File: config.mk
export PLATFORM = sky130hd
export DESIGN_NAME = core_feeder
export DESIGN_NICKNAME = d
export VERILOG_FILES = /design/src/rtl/core_feeder_pkg.sv /design/src/rtl/core_feeder_read_channel.sv /design/src/rtl/core_feeder.sv
export SDC_FILE = /design/constraint.sdc
export NUM_CORES = 1
export LEC_CHECK = 0
export ABC_AREA = 1
export BUFFER_PORTS_ARGS = -buffer_cell sky130_fd_sc_hd__buf_4
export CORE_MARGIN = 2
export CORE_UTILIZATION = 36
export DETAILED_ROUTE_END_ITERATION = 8
export HOLD_SLACK_MARGIN = 0.1
export SLEW_MARGIN = 10
export SYNTH_ARGS = -nofsm -noshare
export SYNTH_HDL_FRONTEND = slang
export SYNTH_SLANG_ARGS = --single-unit
File: constraint.sdc
create_clock -name clk -period 3.7 [get_ports clk]
set_clock_uncertainty 0.2 [all_clocks]
set_input_delay 0 -clock clk [delete_from_list [all_inputs] [get_ports clk]]
set_output_delay 0 -clock clk [all_outputs]
set_load 0.01 [all_outputs]
File: src/rtl/core_feeder_pkg.sv
// Shared widths and the FSM state encoding for the core feeder that streams data and
// weight words from their buffers to the compute engine.
package core_feeder_pkg;

  localparam int BIT_WIDTH   = 8;
  localparam int NUM_CHANNEL = 3;
  localparam int NUM_KERNEL  = 4;
  localparam int REG_WIDTH   = 32;
  localparam int ADDR_WIDTH  = 12;

  typedef enum logic [1:0] {
    ST_IDLE = 2'd0,
    ST_RUN  = 2'd1,
    ST_DONE = 2'd2
  } feeder_state_e;

endpackage

File: src/rtl/core_feeder_read_channel.sv
// One buffer read channel: read pointer, read enable and the fixed 1-cycle valid pipeline.
// WRAP=1 recycles the buffer (weights); WRAP=0 stops at the configured length (data).
module feeder_read_channel #(
  parameter int WORD_W = 24,
  parameter int ADDR_W = 12,
  parameter bit WRAP   = 1'b0
) (
  input  logic              clk,
  input  logic              rst,
  input  logic              i_clear,
  input  logic              i_active,
  input  logic              i_req,
  input  logic [ADDR_W:0]   i_len,
  output logic              o_mem_en,
  output logic [ADDR_W-1:0] o_mem_addr,
  input  logic [WORD_W-1:0] i_mem_rdata,
  output logic [WORD_W-1:0] o_word,
  output logic              o_val,
  output logic              o_drained
);

  localparam logic [ADDR_W:0] PTR_ONE = {{ADDR_W{1'b0}}, 1'b1};

  logic [ADDR_W:0]   ptr_q, ptr_d;
  logic              val_q, val_d;
  logic [WORD_W-1:0] word_q, word_d;
  logic              can_read;

  // NOTE: every signal written here gets a default first, so no path through the block
  // leaves one unassigned and no latch is inferred.
  always_comb begin
    can_read = 1'b0;
    ptr_d    = ptr_q;
    if (WRAP) begin
      can_read = i_active && i_req && (i_len != '0);
    end else begin
      can_read = i_active && i_req && (ptr_q < i_len);
    end

    if (i_clear) begin
      ptr_d = '0;
    end else if (can_read) begin
      if (WRAP && (ptr_q == i_len - PTR_ONE)) begin
        ptr_d = '0;
      end else begin
        ptr_d = ptr_q + PTR_ONE;
      end
    end

    val_d = can_read;
    // The buffer answers one cycle after the enable; keep the last word when idle.
    word_d = val_q ? i_mem_rdata : word_q;
  end

  // NOTE: flops are written with <= so every register samples the pre-edge values of
  // its neighbours, independent of statement order.
  always_ff @(posedge clk) begin
    if (!rst) begin
      ptr_q  <= '0;
      val_q  <= 1'b0;
      word_q <= '0;
    end else begin
      ptr_q  <= ptr_d;
      val_q  <= val_d;
      word_q <= word_d;
    end
  end

  assign o_mem_en   = can_read;
  assign o_mem_addr = can_read ? ptr_q[ADDR_W-1:0] : '0;
  assign o_val      = val_q;
  assign o_word     = val_q ? i_mem_rdata : word_q;
  assign o_drained  = (ptr_q == i_len);

endmodule

File: src/rtl/core_feeder.sv
// Core feeder top: start/length configuration, IDLE/RUN/DONE sequencing, and two read
// channels that serve the engine's data and weight requests from their buffers.
module core_feeder
  import core_feeder_pkg::*;
#(
  parameter int BIT_WIDTH   = core_feeder_pkg::BIT_WIDTH,
  parameter int NUM_CHANNEL = core_feeder_pkg::NUM_CHANNEL,
  parameter int NUM_KERNEL  = core_feeder_pkg::NUM_KERNEL,
  parameter int REG_WIDTH   = core_feeder_pkg::REG_WIDTH,
  parameter int ADDR_WIDTH  = core_feeder_pkg::ADDR_WIDTH
) (
  input  logic                                      clk,
  input  logic                                      rst,
  input  logic [REG_WIDTH-1:0]                      i_conf_ctrl,
  input  logic [REG_WIDTH-1:0]                      i_conf_datalen,
  input  logic [REG_WIDTH-1:0]                      i_conf_weightlen,
  input  logic                                      i_data_req,
  input  logic                                      i_data_end,
  output logic [BIT_WIDTH*NUM_CHANNEL-1:0]          o_data,
  output logic                                      o_data_val,
  input  logic                                      i_weight_req,
  output logic [BIT_WIDTH*NUM_CHANNEL*NUM_KERNEL-1:0] o_weight,
  output logic                                      o_weight_val,
  output logic                                      o_dmem_en,
  output logic [ADDR_WIDTH-1:0]                     o_dmem_addr,
  input  logic [BIT_WIDTH*NUM_CHANNEL-1:0]          i_dmem_rdata,
  output logic                                      o_wmem_en,
  output logic [ADDR_WIDTH-1:0]                     o_wmem_addr,
  input  logic [BIT_WIDTH*NUM_CHANNEL*NUM_KERNEL-1:0] i_wmem_rdata,
  output logic                                      o_busy,
  output logic                                      o_done
);

  localparam int DATA_W   = BIT_WIDTH * NUM_CHANNEL;
  localparam int WEIGHT_W = DATA_W * NUM_KERNEL;

  feeder_state_e     state_q, state_d;
  logic              start_q, start_d;
  logic [ADDR_WIDTH:0] datalen_q, datalen_d;
  logic [ADDR_WIDTH:0] weightlen_q, weightlen_d;
  logic              start_edge;
  logic              accept_start;
  logic              run_active;
  logic              data_drained;
  logic              unused_w_drained;
  logic              unused_cfg;

  always_comb begin
    state_d      = state_q;
    start_d      = i_conf_ctrl[0];
    datalen_d    = datalen_q;
    weightlen_d  = weightlen_q;
    accept_start = 1'b0;
    start_edge   = i_conf_ctrl[0] && !start_q;

    unique case (state_q)
      ST_IDLE: begin
        if (start_edge) begin
          accept_start = 1'b1;
          datalen_d    = i_conf_datalen[ADDR_WIDTH:0];
          weightlen_d  = i_conf_weightlen[ADDR_WIDTH:0];
          state_d      = (i_conf_datalen[ADDR_WIDTH:0] == '0) ? ST_DONE : ST_RUN;
        end
      end
      ST_RUN: begin
        // Finish once the final data word is on o_data, or when the engine calls it.
        if (i_data_end || (o_data_val && data_drained)) begin
          state_d = ST_DONE;
        end
      end
      ST_DONE: state_d = ST_IDLE;
      default: state_d = ST_IDLE;
    endcase
  end

  always_ff @(posedge clk) begin
    if (!rst) begin
      state_q     <= ST_IDLE;
      start_q     <= 1'b0;
      datalen_q   <= '0;
      weightlen_q <= '0;
    end else begin
      state_q     <= state_d;
      start_q     <= start_d;
      datalen_q   <= datalen_d;
      weightlen_q <= weightlen_d;
    end
  end

  // End-of-data stops new reads in the same cycle; reads already issued still complete.
  assign run_active = (state_q == ST_RUN) && !i_data_end;

  feeder_read_channel #(
    .WORD_W (DATA_W),
    .ADDR_W (ADDR_WIDTH),
    .WRAP   (1'b0)
  ) u_data_ch (
    .clk         (clk),
    .rst         (rst),
    .i_clear     (accept_start),
    .i_active    (run_active),
    .i_req       (i_data_req),
    .i_len       (datalen_q),
    .o_mem_en    (o_dmem_en),
    .o_mem_addr  (o_dmem_addr),
    .i_mem_rdata (i_dmem_rdata),
    .o_word      (o_data),
    .o_val       (o_data_val),
    .o_drained   (data_drained)
  );

  feeder_read_channel #(
    .WORD_W (WEIGHT_W),
    .ADDR_W (ADDR_WIDTH),
    .WRAP   (1'b1)
  ) u_weight_ch (
    .clk         (clk),
    .rst         (rst),
    .i_clear     (accept_start),
    .i_active    (run_active),
    .i_req       (i_weight_req),
    .i_len       (weightlen_q),
    .o_mem_en    (o_wmem_en),
    .o_mem_addr  (o_wmem_addr),
    .i_mem_rdata (i_wmem_rdata),
    .o_word      (o_weight),
    .o_val       (o_weight_val),
    .o_drained   (unused_w_drained)
  );

  assign o_busy = (state_q == ST_RUN);
  assign o_done = (state_q == ST_DONE);

  // Configuration bits outside the start flag and the length fields carry no meaning here.
  assign unused_cfg = ^{i_conf_ctrl[REG_WIDTH-1:1],
                        i_conf_datalen[REG_WIDTH-1:ADDR_WIDTH+1],
                        i_conf_weightlen[REG_WIDTH-1:ADDR_WIDTH+1],
                        unused_w_drained};

endmodule

### Word level (Yosys, flattened, before mapping)

Cells that the tools add are included.

* register bits after elaboration: 177
* latch bits: 0
* bits in writable memories: 0
* memory bits (read-only): 0
* word-level logic and storage cells: 48
* memories: 0

* add/subtract/negate cells: 3
* multipliers: 0
* divide/modulo/power cells: 0
* magnitude comparators: 1
* equal/unequal tests: 6
* shift operators: 0
* multiplexer cells: 11
* bitwise logic cells: 1
* reduce and logical (&&, ||, !) cells: 16

Operator list (number)
* 96-bit two-way mux: 1
* 13-bit by 1-bit adder with 13-bit output, second input constant: 2
* 13-bit equality test: 2
* 12-bit two-way mux: 2
* 24-bit two-way mux: 1
* 13-bit logical NOT: 1
* 13-bit less-than comparator: 1
* 13-bit two-way mux: 1
* 13-bit nonzero test: 1
* 13-bit by 1-bit subtractor with 13-bit output, second input constant: 1
* 1-bit logical AND: 7
* 2-bit two-way mux: 3
* 2-bit one-hot mux with 2 select lines: 1
* 2-bit AND reduction: 2
* 2-bit by 1-bit equality test with 1-bit output, second input constant: 1
* 2-bit equality test, second input constant: 1
* 1-bit logical NOT: 2
* 2-bit logical NOT: 1
* 1-bit two-way mux: 2
* 2-bit by 1-bit != test with 1-bit output, second input constant: 1
* 2-bit != test, second input constant: 1
* 2-bit OR reduction: 1
* 1-bit logical OR: 1
* 1-bit NOT: 1

### Logic depth before layout (Yosys ltp)

Gate-level depths: netlist of the first run.

* depth in word-level cells: 5
* gate-level depth with buffers: 15
* gate-level depth less buffers: 15

### By module

From an unflattened synthesis of the first run, not the netlist that was laid out.

* cells, all modules: 1286
* area total of the unflattened synthesis: 8438.1 um^2

Modules (own cells, without submodules)
* feeder_read_channel at u_weight_ch: times used 1, cells each 795, area an instance 5139.9 um^2, seq. area each 2202.1 um^2
* feeder_read_channel at u_data_ch: times used 1, cells each 344, area an instance 2207.1 um^2, seq. area each 760.7 um^2
* core_feeder: times used 1, cells each 147, area an instance 1091.0 um^2, seq. area each 580.6 um^2

### Worst setup path before layout of the first run

OpenSTA, ideal clock, no wires.

* kind: register to register
* start: reg datalen_q[4]
* end: reg u_data_ch.ptr_q[9]
* library setup time: 0.071 ns
* data arrival time: 1.648 ns
* required time: 3.429 ns
* path slack: 1.781 ns
* cell stages (with the launch flop): 11
* buffers on the path: 1
* path through: dfxtp_1 -> inv_1 -> ha_1 -> a21oi_1 -> o21ai_0 -> o21ai_0 -> nand3_2 -> inv_2 -> buf_4 -> nand4_1 -> a21oi_1

* word-level cells in the longest chain between the ends: 2

RTL lines
* start, declared: RTL line core_feeder.sv:39 `logic [ADDR_WIDTH:0] datalen_q, datalen_d;`
* start signal, assigned: RTL line core_feeder.sv:85 `datalen_q <= datalen_d;`
* 13-bit less-than comparator: RTL line core_feeder_read_channel.sv:37 `can_read = i_active && i_req && (ptr_q < i_len);`
* 1-bit logical AND: RTL line core_feeder_read_channel.sv:37
* named net o_dmem_en: RTL line core_feeder.sv:24 `output logic o_dmem_en,`
* end signal, assigned: RTL line core_feeder_read_channel.sv:63 `ptr_q <= ptr_d;`
* end, declared: RTL line core_feeder_read_channel.sv:24 `logic [ADDR_W:0] ptr_q, ptr_d;`

The timed path passes the listed nets, and every way through them passes these cells.
A chain may end at the register's enable or synchronous reset.

### Final worst setup path of the first run

* start: reg u_data_ch.val_q, in the netlist u_data_ch.o_val
* end: out o_data[2]

* word-level cells in the longest chain between the ends: 1

RTL lines
* start, declared: RTL line core_feeder_read_channel.sv:25 `logic val_q, val_d;`
* start signal, assigned: RTL line core_feeder_read_channel.sv:64 `val_q <= val_d;`
* 24-bit two-way mux
* end, declared: RTL line core_feeder.sv:19 `output logic [BIT_WIDTH*NUM_CHANNEL-1:0] o_data,`

Every way passes these cells.

==> results of run 1 <==
-- flip-flops by register name, summed over array words and instances (netlist names), 2 cells and up --
name,flops
datalen_q,13
state_q,2
u_data_ch.ptr_q,13
u_data_ch.word_q,24
u_weight_ch.ptr_q,13
u_weight_ch.word_q,96
weightlen_q,13
-- metal layers --
layer / wire length (µm) / vias up / track usage
li1: - / 4707 / -
met1: 11400 / 4084 / 0.264
met2: 12700 / 282 / 0.375
met3: 1420 / 52 / 0.0479
met4: 794 / 0 / 0.0865
met5: 0 / - / 0
-- layout by cell type (no fill, tap or decap), types with 3 or more instances in the layout --
cell type / Yosys / layout
clkbuf_16: 0 / 17
nand3_2: 3 / 3
clkinv_4: 0 / 4
inv_8: 0 / 6
xnor2_1: 8 / 8
nand3b_1: 3 / 3
a21oi_1: 162 / 162
o21ai_0: 43 / 43
nand3_1: 26 / 26
buf_4: 1 / 308
ha_1: 17 / 17
nor2_2: 5 / 5
nand2_1: 465 / 465
nor2_1: 102 / 102
dfxtp_1: 177 / 176
nor3_1: 17 / 17
nand4_1: 8 / 8
dlygate4sd3_1: 0 / 178
inv_1: 80 / 80
xor2_1: 10 / 10
inv_2: 4 / 4
-- what timing repair did --
item | in CTS | in global routing
hold buffers | 178 | 0
endpoints found under the hold margin | 177 | 0
buffers inserted | 0 | 0
-- final timing paths --
path                           to  cells after the start               start
min          u_data_ch.word_q[22]                      4    i_dmem_rdata[22]
max                     o_data[2]                      4     u_data_ch.o_val
max reg2reg    u_data_ch.ptr_q[9]                      9  u_data_ch.ptr_q[4]
min reg2reg          datalen_q[8]                      2        datalen_q[8]
-- layout make-up --
cell class / count / area (µm²)
Clock buffer: 18 / 429
Timing Repair Buffer: 486 / 4090
Multi-Input combinational cell: 880 / 3970
Fill cell: 2033 / 9030
Clock inverter: 14 / 143
Sequential cell: 177 / 3550
Inverter: 86 / 329
Tap cell: 280 / 350
-- metrics by stage --
stage | hold WS [ns] | instance area, µm² | worst slack, ns | cells | total power, mW
finish | 0.199 | 12900 | 1.00 | 1941 | 4.60
global route | 0.185 | 12900 | 0.698 | 1941 | 4.82
CTS | 0.172 | 12900 | 0.894 | 1941 | 4.64
detailed placement | -0.00452 | 10500 | 1.31 | 1731 | 2.71
global placement | -0.00581 | 10500 | 1.32 | 1731 | 2.71
floorplan | -0.107 | 8050 | 1.78 | 1196 | 2.42
-- power groups by stage --
stage / sequential, mW / clock [mW] / combinational (mW)
2_1_floorplan: 2.03 / 0 / 0.383
3_3_place_gp: 2.04 / 0 / 0.662
3_5_place_dp: 2.05 / 0 / 0.668
4_1_cts: 2.00 / 1.80 / 0.837
5_1_grt: 2.01 / 1.88 / 0.935
6_report: 2.00 / 1.75 / 0.845
-- cells by family after synthesis --
| family | after synthesis | share of synthesized area |
|---|---|---|
| buffers and inverters | 139 | 0.0659 |
| flip-flops | 177 | 0.440 |
| adder cells (fa/ha/maj) | 17 | 0.0264 |
| AO/OA/AOI/OAI | 207 | 0.130 |
| AND/OR/NAND/NOR | 638 | 0.318 |
| XOR/XNOR | 18 | 0.0196 |
-- critical path, cell delays in order (launching register included) --
cell     delay, ns
dfxtp_1       0.95
inv_1         0.63
nand2_1       0.22
nand2_1       0.10
buf_4         0.16
==> results.txt, run 1 <==
status = complete, no violations
Total GRT Usage = 0.217
largest cells by area after synthesis = dfxtp_1 (44%), nand2_1 (22%), a21oi_1 (10%)
dominant synthesized flop cell = dfxtp_1
first-pass detailed-route iteration total = 5
Tmin final = 2.70 ns
Clk network pwr share = 0.381
Worst-path clk slew = 0.07 ns
HPWL after detailed placement = 17500 µm
total number of vias = 9125
Final Cycle Share = 0.729
Max Freq = 371 MHz
Core Footprint = 21900 µm²
Worst-Skew Late Latency = 0.43 ns
Post-synth ARST share = 0
diode count = 0
CP Max Fanout = 27
CTS max path bufs = 2
Max-Cap Viols = 0
Hold Path Class = in -> reg
Flop pwr share = 0.435
final global-route overflow total = 0
CTS Buf Count = 17
total die area = 23600 µm²
drt wl/cell = 13.6 µm
number of global-route vias before repair = 8655
FF+latch count, synth = 177
DRC = 0
Mapped Area = 8050 µm²
total negative slack = 0 ns
Int Power = 3.29 mW
Routed WL = 26300 µm
Initial Util = 0.368
I/O pin count = 371
number of antenna violations at the first check in global routing = 0
CTS tree = done
sequential area share after synthesis = 0.440
most frequent cell after synthesis = nand2_1
Worst setup SP type = flip-flop
Critical Path AT = 2.50 ns
Slew Viols, Final = 0
clock sinks = 177
Syn Nets = 1434
pwr dens = 357 nW/µm²
largest net degree at the start of global routing = 85
I/O Buffers = 301
P_leak = 6.26 nW
top cells by count, synth = nand2_1 (465), dfxtp_1 (177), a21oi_1 (162)
CTS H-Tree Depth = 4
yosys warns = 0
chip height = 154 µm
Post-Synthesis Cells = 1196
Worst IR Drop VDD = 274 µV
sw power = 1.31 mW
Sw Share = 0.285
Post-synth EDFFs = 0
Slew headroom = 0.358
DR iter-0 viols = 444
share of cells above drive strength 1 = 0.217
CP endpoint kind = primary output
Root Buffer = clkbuf_16
fin util = 0.588
area leader, netlist = dfxtp_1
routability cong. = 0.847
first-pass GRT wire length = 42300 µm
die extent in x = 154 µm
Hold Violations, Final = 0
reg2reg setup slack = 1.31 ns
WS Path Type = reg -> out
WP data required = 3.50 ns
DR vias/cell = 4.70
Rows = 54
Worst-Margin Slew = 0.962 ns
Nets = 1886
Synth top area share = 0.440
post-synthesis area per instance = 6.73 µm²
final setup fails = 0
DRT antenna net count = 0
combinational share of power = 0.184
Synth cell types = 30
RSZ-0062 raised after global routing = false
Area growth syn-to-layout = 59.9%
number of gates resized after cts = 0
No activity file was read; power rests on OpenSTA's default activity.
==> run 2, diff against run 1 <==
==> constraint.sdc (replaced) <==
create_clock -name clk -period 2.7 [get_ports clk]
set_clock_uncertainty 0.2 [all_clocks]
set_input_delay 0 -clock clk [delete_from_list [all_inputs] [get_ports clk]]
set_output_delay 0 -clock clk [all_outputs]
set_load 0.01 [all_outputs]
==> run 2 against run 1 <==
Die area unchanged. Non-clock buffer count decreased by 1. Clock-buffer cell count unchanged. Critical path depth increased by 4. Sequential power increased by 37%. Power rose by 38%. Sequential share of layout area about the same. Combinational power is 36% higher. First-iteration DRC count grew 1.1%. Critical endpoint is now o_dmem_addr[10]. Highest routed layer unchanged.
==> results.txt, run 2 (synthesis results as in run 1) <==
status = complete, no violations (unchanged)
met3 wire length = 1360 µm (was 1420 µm)
RSZ-0062 raised after global routing = false (unchanged)
most frequent cells in the layout = nand2_1 (465), buf_4 (308), dfxtp_1 (176), dlygate4sd3_1 (176), a21oi_1 (162) (was nand2_1 (465), buf_4 (308), dlygate4sd3_1 (178))
number of antenna violations at the first check in global routing = 0 (unchanged)
drt wl/cell = 13.6 µm (about the same)
CP Cell Sequence = ha_1, a21oi_1, o21ai_0, o21ai_0, nand3_2, buf_4, nor2_1, buf_4 (was inv_1, nand2_1, nand2_1, buf_4)
P_leak = 6.26 nW (about the same)
CTS max path bufs = 2 (unchanged)
Slew headroom = 0.523 (was 0.358)
Final Non-Filler Cells = 1940 (was 1941)
crit path to = o_dmem_addr[10] (was o_data[2])
Crit Reg-Reg Startpoint = weightlen_q[0] (was u_data_ch.ptr_q[4])
share of cells above drive strength 1 = 0.218 (was 0.217)
WS Path Type = reg -> out (unchanged)
Worst IR Drop VDD = 374 µV (was 274 µV)
DRT antenna net count = 0 (unchanged)
DR iter-0 viols = 449 (was 444)
Final Cycle Share = 0.900
CTS tree = done (unchanged)
largest net degree at the start of global routing = 124 (was 85)
DP Worst Slack = 0.456 ns (was 1.31 ns)
clock sinks = 177 (unchanged)
total power = 6.33 mW (was 4.60 mW)
final global-route overflow total = 0 (unchanged)
I/O Buffers = 301 (unchanged)
number of gates resized after cts = 0 (unchanged)
Nets = 1885 (was 1886)
WP data required = 2.50 ns (was 3.50 ns)
Inst Count DP = 1732 (was 1731)
critical path's largest stage delay = 0.43 ns (was 0.95 ns)
Largest register FFs = 96 (unchanged)
Initial Util = 0.368 (unchanged)
HPWL after detailed placement = 17500 µm (about the same)
CP Max Fanout = 26 (was 27)
PnR worst setup slack = 0.270 ns (was 1.00 ns)
wl on met1 = 11400 µm (about the same)
Root Buffer = clkbuf_16 (unchanged)
Total GRT Usage = 0.217 (about the same)
number of global-route vias before repair = 8675 (was 8655)
Slew Viols, Final = 0 (unchanged)
Worst setup SP type = flip-flop (unchanged)
pwr dens = 492 nW/µm² (was 357 nW/µm²)
Worst-Skew Late Latency = 0.43 ns (about the same)
Max-Cap Viols = 0 (unchanged)
DR vias/cell = 4.66 (was 4.70)
CP endpoint kind = primary output (unchanged)
Worst-path clk slew = 0.08 ns (was 0.07 ns)
Hold Violations, Final = 0 (unchanged)
I/O pin count = 371 (unchanged)
final setup fails = 0 (unchanged)
Top Metal Used = met4 (unchanged)
die extent in x = 154 µm (unchanged)
total die area = 23600 µm² (unchanged)
Biggest register = u_weight_ch.word_q (unchanged)
Tmin final = 2.43 ns
met2 routed WL = 12900 µm (was 12700 µm)
Critical Path AT = 2.23 ns (was 2.50 ns)
Slowest cell on crit path = dfxtp_1 (unchanged)
total negative slack = 0 ns (unchanged)
Rows = 54 (unchanged)
CTS Buf Count = 17 (unchanged)
diode count = 0 (unchanged)
total number of vias = 9034 (was 9125)
Worst Reg-to-Reg Cells = 12 (was 9)
Hold Path Class = in -> reg (unchanged)
biggest regs = u_weight_ch.word_q x96, u_data_ch.word_q x24 (unchanged)
routability cong. = 0.836 (was 0.847)
Critical Path Source = u_data_ch.ptr_q[4] (was u_data_ch.o_val)
chip height = 154 µm (unchanged)
DRC = 0 (unchanged)
CTS H-Tree Depth = 4 (unchanged)
first-pass detailed-route iteration total = 5 (unchanged)
first-pass GRT wire length = 42300 µm (about the same)
Worst-Margin Slew = 0.714 ns (was 0.962 ns)
reg2reg setup slack = 0.47 ns (was 1.31 ns)
most common cell after layout, fill and taps aside = nand2_1 (unchanged)
Core Footprint = 21900 µm² (unchanged)
RR Endpoint = u_weight_ch.ptr_q[3] (was u_data_ch.ptr_q[9])
Area growth syn-to-layout = 59.9% (about the same)
Routed WL = 26400 µm (was 26300 µm)
Max Freq = 412 MHz
==> run 2: changes by cell type in the layout (fill, tap and decap cells not counted), sizes merged <==
cell / previous run / this run
dlygate4sd3: 178 / 176
clkinvlp: 2 / 4
clkinv: 6 / 4
buf: 308 / 309
==> run 2: where the power goes <==
group	switching (mW)	internal (mW)	total [mW]
combinational	0.570	0.581	1.15
clock	1.18	1.25	2.43
sequential	0.0517	2.69	2.74
total	1.81	4.52	6.33
==> run 2: stage by stage <==
step / hold WS [ns] / util / area, µm²
after floorplan: -0.107 / - / 8050
after global placement: -0.00216 / 0.481 / 10500
after detailed placement: -0.00191 / 0.481 / 10500
after CTS: 0.168 / 0.588 / 12900
after global routing: 0.194 / 0.588 / 12900
final: 0.188 / 0.588 / 12900
==> run 2: worst min path at each step <==
stage / start / to / slack [ns] / cells past startpoint
CTS: i_dmem_rdata[20] / u_data_ch.word_q[20] / 0.17 / 4
global route: i_dmem_rdata[8] / u_data_ch.word_q[8] / 0.19 / 4
global placement: i_conf_ctrl[0] / start_q / -0.002 / 3
floorplan: i_conf_ctrl[0] / start_q / -0.11 / 2
finish: i_dmem_rdata[7] / u_data_ch.word_q[7] / 0.19 / 4
detailed placement: i_conf_ctrl[0] / start_q / -0.002 / 3
==> run 2: layout make-up <==
class / instances / area (µm²)
repair buffers: 485 / 4090
well taps: 280 / 350
clock inverters: 14 / 138
multi-input cells: 880 / 3970
inverters: 86 / 329
clock buffers: 18 / 439
fillers: 2028 / 9020
flip-flops and latches: 177 / 3550
==> run 2: repair_timing <==
| action | CTS | global route |
|---|---|---|
| setup buffers | 0 | 0 |
| endpoints found under the setup margin | 0 | 0 |
| endpoints found under the hold margin | 179 | 0 |
| hold buffers | 176 | 0 |
==> run 2: worst max-delay path: cells and delay by family, from the launching register on <==
| kind | cells | cell delay, ns |
|---|---|---|
| DFF | 1 | 0.43 |
| and+or+nand+nor | 2 | 0.26 |
| AOI/OAI and AO/OA | 3 | 0.45 |
| buffers and inverters | 2 | 0.36 |
| adders and majority gates | 1 | 0.30 |
==> run 2: metal layers <==
layer / global-route usage / vias up
li1: - / 4712
met1: 0.263 / 4020
met2: 0.377 / 252
met3: 0.0468 / 50
met4: 0.0826 / 0
met5: 0 / -
